[src/rtl/uart_arb_pkg.sv]
// Shared types and constants for the UART transmit arbiter.
package uart_arb_pkg;

  localparam int unsigned BYTE_W = 8;

  localparam logic [BYTE_W-1:0] CHAR_CR = 8'h0D;
  localparam logic [BYTE_W-1:0] CHAR_LF = 8'h0A;

  typedef enum logic [1:0] {
    IDLE  = 2'd0,
    ISSUE = 2'd1,
    GUARD = 2'd2,
    WAIT  = 2'd3
  } send_state_t;

  typedef enum logic [1:0] {
    NONE = 2'd0,
    A    = 2'd1,
    B    = 2'd2
  } grant_t;

endpackage

[src/rtl/uart_tx_arbiter_sync_fifo.sv]
// Synchronous byte FIFO with wrap-bit pointers; accepts push+pop together when full.
module sync_fifo #(
  parameter int unsigned WIDTH = 8,
  parameter int unsigned DEPTH = 16
) (
  input  logic             clk,
  input  logic             reset,
  input  logic             push,
  input  logic             pop,
  input  logic [WIDTH-1:0] din,
  output logic [WIDTH-1:0] dout,
  output logic             full,
  output logic             empty
);

  localparam int unsigned AW = $clog2(DEPTH);

  logic [AW:0]      r_wr_ptr;
  logic [AW:0]      r_rd_ptr;
  logic [WIDTH-1:0] r_mem [DEPTH];
  logic             w_do_push;
  logic             w_do_pop;

  assign empty     = (r_wr_ptr == r_rd_ptr);
  assign full      = (r_wr_ptr[AW] != r_rd_ptr[AW]) &&
                     (r_wr_ptr[AW-1:0] == r_rd_ptr[AW-1:0]);
  assign w_do_pop  = pop && !empty;
  assign w_do_push = push && (!full || w_do_pop);
  assign dout      = r_mem[r_rd_ptr[AW-1:0]];

  // Pointer update; wraps modulo 2*DEPTH through the extra MSB.
  always_ff @(posedge clk) begin
    if (reset) begin
      r_wr_ptr <= '0;
      r_rd_ptr <= '0;
    end else begin
      if (w_do_push) r_wr_ptr <= r_wr_ptr + (AW+1)'(1);
      if (w_do_pop)  r_rd_ptr <= r_rd_ptr + (AW+1)'(1);
    end
  end

  // Storage write; contents need no reset since pointers gate visibility.
  always_ff @(posedge clk) begin
    if (w_do_push) r_mem[r_wr_ptr[AW-1:0]] <= din;
  end

endmodule

[src/rtl/uart_tx_arbiter.sv]
// Two-client arbiter feeding a byte FIFO that paces writes into a uart_tx.
// Optional macro UART_TX_ARB_CRLF_EN: a queued LF is sent as CR then LF.
module uart_tx_arbiter
  import uart_arb_pkg::*;
#(
  parameter int unsigned DEPTH = 16
) (
  input  logic              clk,
  input  logic              reset,
  input  logic              a_wr,
  input  logic [BYTE_W-1:0] a_din,
  input  logic              a_lock,
  output logic              a_ready,
  input  logic              b_wr,
  input  logic [BYTE_W-1:0] b_din,
  input  logic              b_lock,
  output logic              b_ready,
  output logic              uart_wr,
  output logic [BYTE_W-1:0] uart_din,
  input  logic              uart_ready,
  output logic              idle
);

  grant_t            r_grant;
  grant_t            w_grant_nxt;
  send_state_t       r_state;
  send_state_t       w_state_nxt;
  logic              w_full;
  logic              w_empty;
  logic              w_push;
  logic              w_pop;
  logic              w_load;
  logic              w_send_cr;
  logic [BYTE_W-1:0] w_head;
  logic [BYTE_W-1:0] w_fifo_din;
  logic [BYTE_W-1:0] w_next_byte;
  logic [BYTE_W-1:0] r_din;

  assign a_ready    = !reset && (r_grant == A) && !w_full;
  assign b_ready    = !reset && (r_grant == B) && !w_full;
  assign w_push     = (a_wr && a_ready) || (b_wr && b_ready);
  assign w_fifo_din = (r_grant == A) ? a_din : b_din;

  assign uart_wr  = !reset && (r_state == ISSUE);
  assign uart_din = reset ? '0 : r_din;
  assign idle     = !reset && w_empty && (r_state == IDLE) && (r_grant == NONE);

  sync_fifo #(
    .WIDTH (BYTE_W),
    .DEPTH (DEPTH)
  ) u_fifo (
    .clk   (clk),
    .reset (reset),
    .push  (w_push),
    .pop   (w_pop),
    .din   (w_fifo_din),
    .dout  (w_head),
    .full  (w_full),
    .empty (w_empty)
  );

`ifdef UART_TX_ARB_CRLF_EN
  logic r_cr;

  // An LF head goes out as CR first; the flag remembers the CR was sent.
  assign w_send_cr   = (w_head == CHAR_LF) && !r_cr;
  assign w_next_byte = w_send_cr ? CHAR_CR : w_head;

  // CR flag: set by the CR issue, cleared by the following LF issue.
  always_ff @(posedge clk) begin
    if (reset)                 r_cr <= 1'b0;
    else if (r_state == ISSUE) r_cr <= w_send_cr;
  end
`else
  assign w_send_cr   = 1'b0;
  assign w_next_byte = w_head;
`endif

  // Grant and sender state registers.
  always_ff @(posedge clk) begin
    if (reset) begin
      r_grant <= NONE;
      r_state <= IDLE;
    end else begin
      r_grant <= w_grant_nxt;
      r_state <= w_state_nxt;
    end
  end

  // Grant selection: A has priority from NONE; owner keeps it while wr or lock.
  always_comb begin
    w_grant_nxt = r_grant;
    case (r_grant)
      NONE: begin
        if (a_wr || a_lock)      w_grant_nxt = A;
        else if (b_wr || b_lock) w_grant_nxt = B;
      end
      A:       if (!(a_wr || a_lock)) w_grant_nxt = NONE;
      B:       if (!(b_wr || b_lock)) w_grant_nxt = NONE;
      default: w_grant_nxt = NONE;
    endcase
  end

  // Sender sequencing: one-cycle write pulse, one guard cycle, then wait for ready.
  always_comb begin
    w_state_nxt = r_state;
    w_pop       = 1'b0;
    w_load      = 1'b0;
    case (r_state)
      IDLE: begin
        if (!w_empty && uart_ready) begin
          w_state_nxt = ISSUE;
          w_load      = 1'b1;
        end
      end
      ISSUE: begin
        w_state_nxt = GUARD;
        w_pop       = !w_send_cr;
      end
      GUARD:   w_state_nxt = WAIT;
      WAIT:    if (uart_ready) w_state_nxt = IDLE;
      default: w_state_nxt = IDLE;
    endcase
  end

  // Output byte captured on entry to ISSUE and held until the next issue.
  always_ff @(posedge clk) begin
    if (reset)       r_din <= '0;
    else if (w_load) r_din <= w_next_byte;
  end

endmodule

[config.mk]
export PLATFORM = sky130hd
export DESIGN_NAME = uart_tx_arbiter
export DESIGN_NICKNAME = d
export VERILOG_FILES = /design/src/rtl/uart_arb_pkg.sv /design/src/rtl/uart_tx_arbiter_sync_fifo.sv /design/src/rtl/uart_tx_arbiter.sv
export SDC_FILE = /design/constraint.sdc
export NUM_CORES = 1
export LEC_CHECK = 0
export CAP_MARGIN = 10
export CORE_MARGIN = 2
export CORE_UTILIZATION = 35
export CTS_CLUSTER_SIZE = 25
export DETAILED_ROUTE_END_ITERATION = 8
export PLACE_DENSITY = 0.56
export SYNTH_ARGS = -nofsm -noshare
export SYNTH_HDL_FRONTEND = slang
export SYNTH_SLANG_ARGS = --single-unit
[constraint.sdc]
create_clock -name clk -period 2.2 [get_ports clk]
set_clock_uncertainty 0.15 [all_clocks]
set_input_delay 0.55 -clock clk [delete_from_list [all_inputs] [get_ports clk]]
set_output_delay 0.55 -clock clk [all_outputs]
set_load 0.02 [all_outputs]
After elaboration in Yosys (flattened, before gate mapping). Memories as Yosys holds them, arrays and structs flattened. A register that Yosys moved wholly into a read port is not among the register bits. Cells that the tools add are included.

Bits of input ports: 23. Bits in registers: 14. RAM bits: 128. Output and inout port bits: 12. Memories kept: 1. Logic and storage cells: 60.

Muxes and demuxes: 15. Add/sub/neg operators: 2. Eq/ne operators: 13. Reduce and logical (&&, ||, !) cells: 25.

Memory list: u_fifo.r_mem (depth 16, width 8, read ports 1, clocked after memory_dff 1, wr ports 1, RTL line uart_tx_arbiter_sync_fifo.sv:20) `logic [WIDTH-1:0] r_mem [DEPTH];`.

Operators with widths (count): two-way mux 8 bit (2); logical AND 1 bit (14); two-way mux 2 bit (6); adder 5 x 1 -> 5 bit, second input constant (2); case mux 2 bit (4 select lines) (1); equality test 2 bit, second input constant (3); != test 2 bit, second input constant (3); case mux 2 bit (3 select lines) (1); equality test 5 bit (1); two-way mux 1 bit (5); equality test 2 x 1 -> 1 bit, second input constant (2); equality test 4 bit (1); zero test 2 bit (2); logical OR 1 bit (4); zero test 1 bit (3); != test 3 x 1 -> 1 bit, second input constant (1); AND reduction 3 bit (1); != test 2 x 1 -> 1 bit, second input constant (1); AND reduction 2 bit (1); != test 1 bit (1).

Logic depth before layout (Yosys ltp). Gate-level depths: netlist of run 1.

Depth in word-level cells: 9. Mapped depth: 7. Depth with buffers taken out: 5.

By module. A second synthesis of run 1 with hierarchy kept.

Cells, all modules: 341. Area total of the unflattened synthesis: 6466.2 um^2.

Modules (own cells, without submodules): sync_fifo (cells each 263, sequential area each 4124.0 um^2, times used 1, area each 5704.2 um^2); uart_tx_arbiter (cells each 78, sequential area each 240.2 um^2, times used 1, area each 762.0 um^2).

Worst setup path after synthesis of run 1. OpenSTA, ideal clock, no wires.

Kind: register -> register. From: reg r_grant[1]. To: mem u_fifo.r_mem[4][0], enable pin. Period minus slack after synthesis: 2.324 ns. Cell stages (with the launch flop): 8. Buffers on the path: 2. Setup slack: -0.124 ns. Library setup time: 0.385 ns. Data required time: 1.665 ns. Arrival: 1.788 ns. Cells stage by stage: dfxtp_1 -> nand2b_1 -> buf_6 -> o21ai_1 -> o211a_1 -> buf_6 -> nand2_1 -> nor3b_1.

Cells in the longest elaborated chain, start to end: 8. Elaborated cells on any way between the ends: 12. Those cells by class: 2 x eq/ne; 2 x mux; 8 x reduce/logical.

Ends and longest elaborated chain: start, declared (RTL line uart_tx_arbiter.sv:24) `grant_t r_grant;`; start signal, assigned (RTL line uart_tx_arbiter.sv:85) `r_grant <= w_grant_nxt;`; equality test 2 x 1 -> 1 bit or equality test 2 bit (tied branches) (RTL line uart_tx_arbiter.sv:39, uart_tx_arbiter.sv:40); logical AND 1 bit (on tied branches) (2 in series) (RTL line uart_tx_arbiter.sv:39, uart_tx_arbiter.sv:40); logical AND 1 bit (RTL line uart_tx_arbiter.sv:41) `assign w_push = (a_wr && a_ready) || (b_wr && b_ready);`; logical OR 1 bit * (RTL line uart_tx_arbiter.sv:41); logical AND 1 bit * (RTL line uart_tx_arbiter_sync_fifo.sv:28) `assign w_do_push = push && (!full || w_do_pop);`; two-way mux 1 bit * (RTL line uart_tx_arbiter_sync_fifo.sv:44) `if (w_do_push) r_mem[r_wr_ptr[AW-1:0]] <= din;`; two-way mux 1 bit (not written as such) * (RTL line uart_tx_arbiter_sync_fifo.sv:44); end, declared (RTL line uart_tx_arbiter_sync_fifo.sv:20).

Every way passes the cells marked *; elsewhere a longest branch is shown, timed or not.

Worst setup path after layout of run 1.
From: reg u_fifo.r_rd_ptr[0]. To: out b_ready.

Cells in the longest elaborated chain, start to end: 4.

Ends and longest elaborated chain: start, declared (RTL line uart_tx_arbiter_sync_fifo.sv:19) `logic [AW:0] r_rd_ptr;`; start signal, assigned (RTL line uart_tx_arbiter_sync_fifo.sv:38) `if (w_do_pop) r_rd_ptr <= r_rd_ptr + (AW+1)'(1);`; equality test 4 bit (RTL line uart_tx_arbiter_sync_fifo.sv:26) `(r_wr_ptr[AW-1:0] == r_rd_ptr[AW-1:0]);`; logical AND 1 bit (RTL line uart_tx_arbiter_sync_fifo.sv:25) `assign full = (r_wr_ptr[AW] != r_rd_ptr[AW]) &&`; zero test 1 bit (RTL line uart_tx_arbiter.sv:40) `assign b_ready = !reset && (r_grant == B) && !w_full;`; logical AND 1 bit (RTL line uart_tx_arbiter.sv:40); end, declared (RTL line uart_tx_arbiter.sv:17) `output logic b_ready,`.

Every way passes these cells.

==> results of run 1 <==
==> worst register-to-register path, cell delays in order (launching register included) <==
cell and delay (ns):
dfxtp_4 0.40, buf_12 0.12, clkbuf_16 0.15, mux4_2 0.49
a22oi_1 0.29, nand2_1 0.18, mux2i_1 0.16, nor2_1 0.05
==> how the worst max path moves through the flow <==
stage                               startpoint                            to  slack (ns)  cells past startpoint
2_1_floorplan          r_grant[1]$_SDFFE_PP0P_  u_fifo.r_mem[4][0]$_DFFE_PP_       -0.12                      7
3_3_place_gp                             reset                       b_ready       -0.49                      6
6_report       u_fifo.r_rd_ptr[0]$_SDFFE_PP0P_                       b_ready        0.03                      5
3_5_place_dp                             reset                       b_ready       -0.50                      6
4_1_cts        u_fifo.r_rd_ptr[3]$_SDFFE_PP0P_                          idle        0.01                      4
5_1_grt        u_fifo.r_rd_ptr[0]$_SDFFE_PP0P_                       a_ready       -0.05                      5
==> power groups by stage <==
stage	clock network (mW)	logic, mW	registers (mW)
6_report	2.88	0.485	3.16
5_1_grt	3.06	0.536	3.16
4_1_cts	2.93	0.463	3.16
3_5_place_dp	0	0.467	3.22
3_3_place_gp	0	0.454	3.22
2_1_floorplan	0	0.261	3.21
==> Yosys cell counts (all sizes together), types with 3 or more instances <==
cell type    n
ha           9
mux2i       13
buf         11
nand2       15
dfxtp       22
xnor2        6
and4         5
nor2b       12
o21ai        3
nor2        21
nor3         3
nor3b        4
clkbuf       9
and3         5
and3b        4
xor2         5
inv          7
mux4        32
edfxtp     128
mux2         8
a22oi       16
==> sequential cells by signal (all words and copies together), names as in the netlist <==
name / count
u_fifo.r_mem: 128
r_state: 2
u_fifo.r_wr_ptr: 5
r_grant: 2
r_din: 8
u_fifo.r_rd_ptr: 5
==> logic make-up after synthesis <==
family	count (synthesis)	share of synthesized area [%]
AOI/OAI and AO/OA	29	3.55
DFF	150	68.8
muxes	53	15.1
xor gates and xnor gates	11	1.55
adders and majority gates	9	1.81
and+or+nand+nor	74	6.77
buffers and inverters	27	2.45
==> layer usage <==
metal | global-route usage [%] | vias up | part of all wire [%] | wire (um)
met1 | 20.6 | 1713 | 46 | 6150
met4 | 4.47 | 0 | 0.72 | 95
li1 | - | 1561 | - | -
met2 | 23.2 | 57 | 49 | 6550
met3 | 3.64 | 8 | 3.4 | 456
met5 | 0 | - | 0 | 0
==> stage by stage <==
step / TNS, ns / hold WS, ns / setup WS, ns / std cells
after CTS: 0 / 0.355 / 0.0127 / 673
after detailed placement: -51.38 / 0.338 / -0.499 / 640
after global routing: -0.115 / 0.381 / -0.0458 / 677
final: 0 / 0.358 / 0.0323 / 677
after floorplan: -3.96 / 0.302 / -0.124 / 353
after global placement: -51.33 / 0.329 / -0.492 / 640
==> timing repair <==
action / CTS / global route
setup endpoints to repair: 12 / 81
pin swaps: 1 / 6
resized for setup: 44 / 26
setup buffers: 1 / 2
gates cloned: 0 / 2
==> layout make-up <==
cell class	count	area [sq um]
clock buffer	19	433
clock inverter	13	156
fill	1454	9370
inverter	7	26.3
multi-input combinational	176	1850
sequential	150	4290
tap	225	282
timing repair buffer	87	951
==> results.txt, run 1 <==
Worst Tran Pin Value -> 0.474 ns
CP delay by family, top -> flip-flops
Post-route ant nets -> 0
Slowest CP cell -> dfxtp_4
Layout cells sized above 1 -> 36.1%
Buf+Inv Stages, Crit Path -> 1
Area contributors post-synth -> edfxtp_1 62%, mux4_2 12%, dfxtp_1 7.1%, mux2i_1 2.1%, a22oi_1 1.9%
Synthesized area -> 0.00623 sq mm
Register area share after synthesis -> 68.8%
GPL Wtd Cong -> 0.748
Hold path cells -> 2
Clock power share -> 44.1%
Internal power -> 5.15 mW
Post-DP HPWL -> 8590 um
Die Span X -> 137 um
Post-Route WL -> 13300 um
Power Density -> 817 mW/mm^2
Mapped Avg Cell Area -> 17.6 sq um
DRT iter0 DRCs -> 265
Yosys reg bits -> 150
R2r setup slk -> 0.10 ns
Switching portion of total power -> 21.0%
Critical Path RT -> 1.50 ns
Router iterations before antenna repair -> 4
Worst-path cell chain -> xnor2_2, nand4_2, nor2_2, nor2_1, buf_4
P_sw -> 1.37 mW
Reg2reg start -> u_fifo.r_rd_ptr[0]$_SDFFE_PP0P_
Die area -> 0.0189 sq mm
Routed vias/inst -> 4.93
Fin. max-slew vios -> 0
GR Overflow Total -> 0
Clock Latency Late Sink -> 0.42 ns
CTS Buf Count -> 17
Crit path DAT -> 1.47 ns
Combinational power share -> 7.4%
GRT Resource Usage Total -> 14.8%
Pwr Total -> 6.53 mW
Reg clk slew, reported paths -> 0.06 ns
Diodes inserted -> 0
Sequential share of power -> 48.5%
Crit-path max cell delay -> 0.40 ns
Fin util -> 46.0%
Final Hold Fails -> 0
Most common cell after layout, fill and taps aside -> edfxtp_1
Row Count -> 48
Starting Density -> 35.9%
EDFF count, synth -> 128
Cell taking the most area after synthesis -> edfxtp_1
P&R area growth vs syn -> 28.3%
Max cap viols -> 0
# clock sinks -> 150
RSZ-0062 raised after global routing -> true
Vias in the first global route -> 3465
Crit. End Element -> primary output
Initial antenna violation count -> 0
Hold_buf cts -> 0
Worst hold path startpoint -> r_din[5]$_SDFFE_PP0P_
Critical Setup Path Class -> reg -> out
CTS H-tree depth -> 4
Drc violations -> 0
Area after DPL -> 0.00724 sq mm
Syn Inst Count -> 353
Max Buffers Root-to-Sink -> 2
Rel. slew slack -> 68.4%
Synth top area share -> 61.7%
Die Span Y -> 137 um
FFs w/ async S/R, synth -> 0%
Core box area -> 0.0174 sq mm
NumNets Final -> 471
Worst vdd ir -> 0.530 mV
Worst-case reg-to-reg path depth -> 7
Synth unique cells -> 39
CTS tree -> yes
Critical-path maximum fanout -> 3
Reg-to-reg endpoint -> r_din[6]$_SDFFE_PP0P_
Final period utilization -> 98.5%
Synthesized Nets -> 385
Most frequent cells in the layout -> 128 x edfxtp_1, 36 x buf_4, 32 x mux4_2
Status -> finished, final reports clean
Largest net degree at the start of global routing -> 30
Post-synth top flop -> edfxtp_1
Port-buffer cells -> 34
Leak Pwr -> 2.70 nW
IO Pins -> 35
Wirelength per Cell -> 19.6 um
Worst setup SP type -> flop
First-pass GRT wire length -> 20100 um
Post-route cell area -> 0.00799 sq mm
# setup viols final -> 0
Root buf cell -> clkbuf_16
Worst Hold Class -> reg -> reg
Synth warn -> 0
Fmax -> 461 MHz
DR vias -> 3339
Min Clock Period, post-route -> 2.17 ns
Worst Hold End -> r_din[5]$_SDFFE_PP0P_
Note: power is estimated with default switching activity, not from simulation.
==> inputs of run 2 (changes only) <==
Settings changed: CORE_UTILIZATION 35 to 45, PLACE_DENSITY 0.56 to 0.68.
==> run 2 against run 1 <==
Net effect:
- clock power shrank 5%
- wire length shrank 3.2%
- via count grew 2.9%
- total power shrank 1.9%
- sequential power is essentially flat
- cell area shrank 0.75%
- sequential share of layout area grew 0.41 points
- sequential cell count is the same
- critical path depth is the same
- setup slack gained 0.0034 ns
- largest power group unchanged
==> results.txt, run 2 (synthesis gave the netlist of run 1 again) <==
Status -> finished, final reports clean
R2r setup slk -> 0.12 ns (+0.02 ns)
Leak Pwr -> 2.73 nW (+1.0%)
Largest net degree at the start of global routing -> 36 (+20%)
Sequential share of power -> 49.4% (+0.9 points)
Most frequent cells in the layout -> 128 x edfxtp_1, 43 x buf_4, 32 x mux4_2
Core box area -> 0.0134 sq mm (-23%)
Fmax -> 462 MHz (+0.16%)
Critical-path maximum fanout -> 4 (+1)
Root buf cell -> clkbuf_16
CTS Buf Count -> 17 (unchanged)
Final period utilization -> 98.4% (-0.16 points)
Critical Path RT -> 1.50 ns (about the same)
Worst-path cell chain -> xnor2_2, nand4_4, nor2_4, nor2_1, buf_4
Placed Cells -> 590 (-7.8%)
GRT Resource Usage Total -> 18.5% (+3.7 points)
Switching portion of total power -> 21.2% (+0.22 points)
Most common cell after layout, fill and taps aside -> edfxtp_1
CTS tree -> yes
Initial antenna violation count -> 0 (unchanged)
Post-route cell area -> 0.00793 sq mm (-0.75%)
Vias in the first global route -> 3486 (+0.61%)
Final-layout fill cell count -> 1013 (-30%)
Hold path cells -> 2 (unchanged)
Worst vdd ir -> 0.515 mV (-2.9%)
Port-buffer cells -> 34 (unchanged)
Rel. slew slack -> 71.0% (+2.6 points)
Starting Density -> 46.5% (+11 points)
Area after DPL -> 0.00717 sq mm (-0.95%)
Fin. max-slew vios -> 0 (unchanged)
Drc violations -> 0 (unchanged)
Pwr Total -> 6.40 mW (-1.9%)
GR Overflow Total -> 0 (unchanged)
IO Pins -> 35 (unchanged)
Max Buffers Root-to-Sink -> 2 (unchanged)
Wirelength per Cell -> 20.3 um (+3.7%)
Die area -> 0.0148 sq mm (-22%)
Max reg flops -> 128 (unchanged)
Worst-case reg-to-reg path depth -> 7 (unchanged)
CTS H-tree depth -> 4 (unchanged)
WP depth -> 5 (unchanged)
Worst Hold Class -> reg -> reg
Post-Route WL -> 12800 um (-3.2%)
NumNets Final -> 475 (+0.85%)
Reg clk slew, reported paths -> 0.06 ns (about the same)
# setup viols final -> 0 (unchanged)
Power Density -> 807 mW/mm^2 (-1.2%)
Final Hold Fails -> 0 (unchanged)
P_sw -> 1.36 mW (-0.88%)
Slowest CP cell -> dfxtp_4
CP delay by family, top -> flip-flops
Worst setup SP type -> flop
GPL Wtd Cong -> 0.750 (+0.24%)
Buf+Inv Stages, Crit Path -> 1 (unchanged)
Critical Setup Path Class -> reg -> out
Diodes inserted -> 0 (unchanged)
Multi-input logic area -> 0.00188 sq mm (+1.6%)
P&R area growth vs syn -> 27.3%
Sequential Area -> 0.00429 sq mm (unchanged)
DRT iter0 DRCs -> 241 (-9.1%)
Internal power -> 5.04 mW (-2.2%)
RSZ-0062 raised after global routing -> true
Die Span Y -> 122 um (-11%)
Crit. End Element -> primary output
Layout Cells excl Fill -> 632 (-6.6%)
Clock power share -> 42.9% (-1.2 points)
Crit-path max cell delay -> 0.36 ns (-0.04 ns)
Combinational power share -> 7.7% (+0.3 points)
Worst Tran Pin Value -> 0.435 ns (-0.0387 ns)
# clock sinks -> 150 (unchanged)
Max cap viols -> 0 (unchanged)
Hold_buf cts -> 0 (unchanged)
Layout cells sized above 1 -> 35.3% (-0.75 points)
Min Clock Period, post-route -> 2.16 ns (-0.00341 ns)
First-pass GRT wire length -> 19700 um (-1.7%)
Router iterations before antenna repair -> 4 (unchanged)
Post-route ant nets -> 0 (unchanged)
Crit path DAT -> 1.46 ns (about the same)
Row Count -> 42 (-13%)
Post-DP HPWL -> 8220 um (-4.4%)
DR vias -> 3437 (+2.9%)
Total negative setup slack -> 0 ns (unchanged)
Routed vias/inst -> 5.44 (+10%)
Die Span X -> 122 um (-11%)
Clock Latency Late Sink -> 0.41 ns (about the same)
run 2: worst min-delay path, cell delays in order (launching register included):
cell	delay (ns)
dfxtp_1	0.32
mux2i_1	0.06
nor2_1	0.07
run 2: repair_timing:
action | in CTS | in global routing
buffers inserted | 5 | 3
gates cloned | 1 | 1
pin swaps | 6 | 3
setup endpoints to repair | 53 | 53
gates resized for setup | 48 | 18
run 2: power by group through the flow:
stage | logic [mW] | clock network [mW] | registers, mW
global placement | 0.443 | 0 | 3.22
finish | 0.495 | 2.75 | 3.16
CTS | 0.474 | 2.80 | 3.16
detailed placement | 0.461 | 0 | 3.22
global route | 0.536 | 2.91 | 3.16
floorplan | 0.261 | 0 | 3.21
run 2: routing by layer:
layer | routed length [um] | GRT usage [%]
met4 | 172 | 7.40
met2 | 6350 | 28.8
met1 | 5740 | 25.7
met5 | 0 | 0
met3 | 573 | 4.21
run 2: metrics by stage:
step                utilization [%]  hold WS, ns  setup WS [ns]
global route                   59.2        0.371        -0.0303
CTS                            58.2        0.340       -0.00475
finish                         59.2        0.337         0.0358
floorplan                         -        0.302         -0.124
global placement               53.5        0.319         -0.485
detailed placement             53.5        0.325         -0.538
run 2: path summary, 6_finish.rpt:
check                             startpoint                     to
min reg2reg            r_din[4]$_SDFFE_PP0P_  r_din[4]$_SDFFE_PP0P_
min                    r_din[4]$_SDFFE_PP0P_  r_din[4]$_SDFFE_PP0P_
max          u_fifo.r_rd_ptr[0]$_SDFFE_PP0P_                b_ready
max reg2reg  u_fifo.r_rd_ptr[0]$_SDFFE_PP0P_  r_din[1]$_SDFFE_PP0P_
run 2: layout make-up:
class,instances,share of cell area (%)
Sequential cell,150,54.1
Multi-Input combinational cell,176,23.7
Timing Repair Buffer,91,12.0
Clock buffer,18,5.41
Tap cell,176,2.78
Clock inverter,14,1.69
Inverter,7,0.331
